===== config.mk =====
export PLATFORM = sky130hd
export DESIGN_NAME = booth_mult_seq16
export DESIGN_NICKNAME = d
export VERILOG_FILES = /design/src/rtl/booth_mult_seq16.sv
export SDC_FILE = /design/constraint.sdc
export NUM_CORES = 1
export LEC_CHECK = 0
export BUFFER_PORTS_ARGS = -buffer_cell sky130_fd_sc_hd__buf_2
export CAP_MARGIN = 20
export CORE_UTILIZATION = 50
export CTS_CLUSTER_DIAMETER = 40
export DETAILED_ROUTE_END_ITERATION = 8
export PLACE_DENSITY = 0.74
export SLEW_MARGIN = 20
export SYNTH_ARGS = -nofsm -noshare
export SYNTH_HDL_FRONTEND = slang
export SYNTH_SLANG_ARGS = --single-unit

===== constraint.sdc =====
create_clock -name clock -period 5.5 [get_ports clock]
set_input_delay 1.1 -clock clock [delete_from_list [all_inputs] [get_ports clock]]
set_output_delay 1.1 -clock clock [all_outputs]
set_load 0.1 [all_outputs]

===== src/rtl/booth_mult_seq16.sv =====
// ---------------------------------------------------------------------------
// booth_mult_seq16 : sequential 16x16 signed multiplier, radix-2 Booth.
//   One add/sub step per clock through a single 16-bit carry-lookahead adder
//   (cla16, below). A start pulse latches the operands. Sixteen RUN cycles
//   follow, then one DONE cycle that presents the product with a RDY pulse.
//
// Ports
//   clock           in   rising-edge clock
//   resetn          in   asynchronous active-low reset
//   ctrl_MULT       in   start pulse; operands sampled on the same edge
//   data_operandA   in   multiplicand M (two's complement)
//   data_operandB   in   multiplier Q (two's complement)
//   data_result     out  signed product {A,Q}; holds until the next start
//   data_resultRDY  out  one-cycle pulse in the DONE cycle
//   data_exception  out  product does not fit in 16 bits signed (with RDY)
//   busy            out  high while iterating (RUN)
//
// Configuration macro
//   MULT_RESTART_WHILE_BUSY_EN : if defined, ctrl_MULT during RUN aborts the
//   current op and restarts with fresh operands. Otherwise it is ignored.
// ---------------------------------------------------------------------------

// 16-bit carry-lookahead adder: 4-bit groups, lookahead inside each group and
// across the groups.
module cla16 (
   input  logic [15:0] i_a,
   input  logic [15:0] i_b,
   input  logic        i_cin,
   output logic [15:0] o_sum
);
   logic [15:0] w_g, w_p, w_c;
   logic [2:0]  w_gg, w_gp;   // the top group's generate/propagate would only feed carry-out
   logic [3:0]  w_cg;         // carry into each 4-bit group

   assign w_g = i_a & i_b;
   assign w_p = i_a ^ i_b;

   genvar j;
   generate
      for (j = 0; j < 4; j++) begin : g_grp
         if (j < 3) begin : g_gp
            assign w_gg[j] = w_g[4*j+3]
                           | (w_p[4*j+3] & w_g[4*j+2])
                           | (w_p[4*j+3] & w_p[4*j+2] & w_g[4*j+1])
                           | (w_p[4*j+3] & w_p[4*j+2] & w_p[4*j+1] & w_g[4*j]);
            assign w_gp[j] = &w_p[4*j+3 -: 4];
         end
         assign w_c[4*j]   = w_cg[j];
         assign w_c[4*j+1] = w_g[4*j] | (w_p[4*j] & w_cg[j]);
         assign w_c[4*j+2] = w_g[4*j+1] | (w_p[4*j+1] & w_g[4*j])
                           | (w_p[4*j+1] & w_p[4*j] & w_cg[j]);
         assign w_c[4*j+3] = w_g[4*j+2] | (w_p[4*j+2] & w_g[4*j+1])
                           | (w_p[4*j+2] & w_p[4*j+1] & w_g[4*j])
                           | (w_p[4*j+2] & w_p[4*j+1] & w_p[4*j] & w_cg[j]);
      end
   endgenerate

   assign w_cg[0] = i_cin;
   assign w_cg[1] = w_gg[0] | (w_gp[0] & i_cin);
   assign w_cg[2] = w_gg[1] | (w_gp[1] & w_gg[0]) | (w_gp[1] & w_gp[0] & i_cin);
   assign w_cg[3] = w_gg[2] | (w_gp[2] & w_gg[1]) | (w_gp[2] & w_gp[1] & w_gg[0])
                  | (w_gp[2] & w_gp[1] & w_gp[0] & i_cin);

   assign o_sum = w_p ^ w_c;
endmodule

module booth_mult_seq16 #(
   parameter int WIDTH = 16,   // tied to the 16-bit adder; other values unsupported
   parameter int CNT_W = 5     // 2**CNT_W > WIDTH
) (
   input  logic                 clock,
   input  logic                 resetn,
   input  logic                 ctrl_MULT,
   input  logic [WIDTH-1:0]     data_operandA,
   input  logic [WIDTH-1:0]     data_operandB,
   output logic [2*WIDTH-1:0]   data_result,
   output logic                 data_resultRDY,
   output logic                 data_exception,
   output logic                 busy
);
   typedef enum logic [1:0] {S_IDLE = 2'd0, S_RUN = 2'd1, S_DONE = 2'd2} state_t;

   state_t             r_state, w_state_nxt;
   logic [WIDTH-1:0]   r_A, r_Q, r_M;
   logic               r_Q1;
   logic [CNT_W-1:0]   r_cnt;

   logic               w_start, w_last;
   logic [WIDTH-1:0]   w_add_b, w_sum;
   logic               w_cin, w_ov, w_ts, w_hi_eq;

   // Start is accepted in IDLE and DONE. RUN accepts it only with restart enabled.
`ifdef MULT_RESTART_WHILE_BUSY_EN
   assign w_start = ctrl_MULT;
`else
   assign w_start = ctrl_MULT & (r_state != S_RUN);
`endif

   assign w_last = (r_cnt == CNT_W'(WIDTH-1));

   // Booth recoding on {Q[0],Q_1}. Subtraction is done as A + ~M + 1.
   always_comb begin
      w_add_b = '0;
      w_cin   = 1'b0;
      case ({r_Q[0], r_Q1})
         2'b01:   w_add_b = r_M;
         2'b10: begin
            w_add_b = ~r_M;
            w_cin   = 1'b1;
         end
         default: w_add_b = '0;
      endcase
   end

   cla16 u_cla (
      .i_a   (r_A),
      .i_b   (w_add_b),
      .i_cin (w_cin),
      .o_sum (w_sum)
   );

   // On signed overflow the sum's MSB is the wrong sign. Flipping it gives the
   // true 17th-bit sign for the arithmetic shift. This matters when M = 0x8000,
   // because ~M + 1 wraps.
   assign w_ov = (r_A[WIDTH-1] == w_add_b[WIDTH-1]) & (w_sum[WIDTH-1] != r_A[WIDTH-1]);
   assign w_ts = w_sum[WIDTH-1] ^ w_ov;

   // Next-state logic.
   always_comb begin
      w_state_nxt = r_state;
      case (r_state)
         S_IDLE: if (w_start) w_state_nxt = S_RUN;
         S_RUN: begin
            if (w_start)     w_state_nxt = S_RUN;
            else if (w_last) w_state_nxt = S_DONE;
         end
         S_DONE:  w_state_nxt = w_start ? S_RUN : S_IDLE;
         default: w_state_nxt = S_IDLE;
      endcase
   end

   always_ff @(posedge clock or negedge resetn) begin
      if (!resetn) r_state <= S_IDLE;
      else         r_state <= w_state_nxt;
   end

   // Datapath.
   always_ff @(posedge clock or negedge resetn) begin
      if (!resetn) begin
         r_A   <= '0;
         r_Q   <= '0;
         r_M   <= '0;
         r_Q1  <= 1'b0;
         r_cnt <= '0;
      end else if (w_start) begin
         r_A   <= '0;
         r_Q   <= data_operandB;
         r_M   <= data_operandA;
         r_Q1  <= 1'b0;
         r_cnt <= '0;
      end else if (r_state == S_RUN) begin
         {r_A, r_Q, r_Q1} <= {w_ts, w_sum, r_Q};
         r_cnt            <= r_cnt + 1'b1;
      end
   end

   // The product fits in WIDTH bits only if A and Q's MSB are all copies of one sign bit.
   assign w_hi_eq = (&{r_A, r_Q[WIDTH-1]}) | ~(|{r_A, r_Q[WIDTH-1]});

   assign data_result    = {r_A, r_Q};
   assign data_resultRDY = (r_state == S_DONE);
   assign data_exception = (r_state == S_DONE) & ~w_hi_eq;
   assign busy           = (r_state == S_RUN);
endmodule


==> flow_summary.toml <==
[finish]
fill_cells = 546
fin_cells = 473
diodes = 0
mostFrequentLayoutCell = "buf_2"
drive_above_1_share_pct = 25.1
final_net_count = 453
multi_input_area_sq_mm = 0.00171
area_growth_syn_to_layout_pct = 16.1
layout_common_cells = "69 x buf_2, 56 x dfrtp_1, 53 x nand2_1"
seq_area_sq_mm = 0.00140

[synth]
synth_top_family_by_area = "simple AND/OR/NAND/NOR gates"
synth-seq-area-share_pct = 43.8
synth.yosys.warnings = 0
yosysTopAreaCell = "dfrtp_1"
synth-adder-area-share_pct = 9.15
synth_edf_count = 0
yosys.area_share.simple_pct = 15.6
synthArstFlopShare_pct = 100
synth_compound_area_share_pct = 15.1
synthFlopType = "dfrtp_1"
synth_cells = 332
netlist_top_cells_area = "dfrtp_1 44%, o21ai_0 8.1%, ha_1 6.7%"
synth_area_sq_mm = 0.00320
ys_ff_latch = 56
netlist.area_leader.share_pct = 43.8
synth_fp_nets = 388
synth_cell_types = 41
synthXorXnorAreaFrac_pct = 3.01
synth.area.mux_share_pct = 10.6
syn_avg_cell_area_sq_um = 9.63

[clocking]
clk_latency_ns = 0.31
post_cts_buffers = 0
cts-resized-gates = 0
numClockSinks = 56
ctsHtreeMaxLevel = 2
cts_made_buffers = 5
cts_tree = "done"
root_buffer = "clkbuf_8"
cts_max_path_buffers = 2
cts_hold_buf = 0
clk_pin_slew_ns = 0.10

[global_route]
antenna_found_initial = 0
grt_pass1_vias = 2392
grt_pass1_wl_microns = 11100
grt_overflow_total = 0
grt.total_usage_pct = 22.0
grt_max_degree = 57

[sta]
drv_slew = 0
worstMarginPinSlew_ns = 0.914
finClkSkew_ns = 0.0131
clock.fmax_ghz = 0.298
fin_crit_ns = 3.36
setup_slack_ns = 2.14
timing.final.crit_share_pct = 61.0
max-slew-margin-rel_pct = 38.9
final-setup-viol-count = 0
fin_setup_tns_ns = 0
hold_viol_final = 0
rsz0062_at_grt = "false"

[routing]
viasPerCell = 5.54
ant_nets = 0
drc_errors = 0
wirelength_microns = 6850
dr.pass1.iters = 4
wire_per_inst_microns = 14.5
num_vias = 2619
drt-initial-drc-count = 181

[critical_path]
crit_start = "r_Q[0]"
crit_fanout = 15
reg2regPathDepth = 13
required_ns = 5.74
cp-endpoint = "r_A[12]"
cp.arrival_ns = 3.59
worstSetupPathType = "register to register"
reg2reg_slack_ns = 2.14
reg2reg_from = "r_Q[0]"
rr_endpoint = "r_A[12]"
startpoint_type = "register"
cp-end-kind = "register"

[die]
core_sq_mm = 0.00606
die_area_sq_mm = 0.00672
die_y_microns = 82.0
row_count = 28
ios = 70
start_util_pct = 52.8
die_x_microns = 82.0

[job]
drv_cap = 0

[placement]
place_congestion = 0.872
dp_slack_ns = 2.16
io_buffers = 69
dp.cells = 465
dpl.hpwl_microns = 5100

[min_path]
worstHoldPathType = "register to register"

[run_status]
status = "completed"
[layout make-up]
cell class	instances	share of cell area, %
Multi-Input combinational cell	254	46.1
Tap cell	75	2.53
Inverter	8	0.809
Clock inverter	2	0.944
Timing Repair Buffer	72	9.91
Sequential cell	56	37.7
Clock buffer	6	1.95
[Yosys cell counts, types with 2 or more instances]
library cell and n:
a21o_1 5, a21oi_1 12, and3_1 3, buf_2 2, clkbuf_1 12, clkinv_1 2, dfrtp_1 56, fa_1 4
ha_1 17, inv_1 6, mux2_2 16, mux2i_1 16, nand2_1 53, nand2b_1 2, nand3_1 15, nand4_1 7
nor2_1 9, nor2b_1 3, nor4_1 5, o211ai_1 2, o21a_1 2, o21ai_0 52, o22ai_1 2, o31ai_1 2
or4_1 2, xnor2_1 9, xor2_1 2
[sequential cells by signal (all words and copies together) (netlist names)]
register  count
r_A          16
r_M          16
r_Q          16
r_cnt         5
r_state       2
r_Q1          1
[worst max-delay path, stage by stage (launching register included)]
cell and delay [ns]:
dfrtp_1 0.44, nor2b_1 0.73, nand2_1 0.10, o21ai_0 0.11, ha_1 0.30, a21oi_1 0.23
a211oi_2 0.12, o21bai_1 0.21, and2_4 0.18, inv_1 0.05, a21o_1 0.17, fa_1 0.37
xnor2_1 0.13, o21ai_0 0.15
[routing by layer]
layer | global-route usage (%) | vias to the layer above | wire length, microns
met3 | 5.33 | 6 | 331
met5 | 0 | - | 0
met1 | 28.3 | 1229 | 3200
li1 | - | 1312 | -
met2 | 37.4 | 72 | 3270
met4 | 4.56 | 0 | 45
[per-stage QoR]
stage | utilization [%] | hold WS [ns] | area, sq um
global placement | 59.5 | 0.479 | 3600
CTS | 61.3 | 0.506 | 3710
floorplan | - | 0.465 | 3200
finish | 61.3 | 0.498 | 3710
detailed placement | 59.5 | 0.488 | 3600
global route | 61.3 | 0.534 | 3710
[kinds of logic (layout without fill, tap and decap cells)]
| group | after synthesis | count (layout) |
|---|---|---|
| fa+ha+maj | 21 | 21 |
| buf+inv | 22 | 88 |
| xor+xnor | 11 | 11 |
| mux | 32 | 32 |
| simple gates | 106 | 106 |
| flops | 56 | 56 |
| compound gates | 84 | 84 |
[worst min path at each step]
stage	start	endpoint	slack [ns]	depth (start not counted)
global route	r_state[0]	r_state[0]	0.53	1
global placement	r_Q[12]	r_Q[11]	0.48	2
finish	r_state[0]	r_state[0]	0.50	1
floorplan	r_cnt[2]	r_cnt[2]	0.46	1
detailed placement	r_Q[9]	r_Q[8]	0.49	2
CTS	r_state[0]	r_state[0]	0.51	1
Power is not shown: default switching activity piles up to over one toggle a cycle in this logic, so the estimate is an artifact.
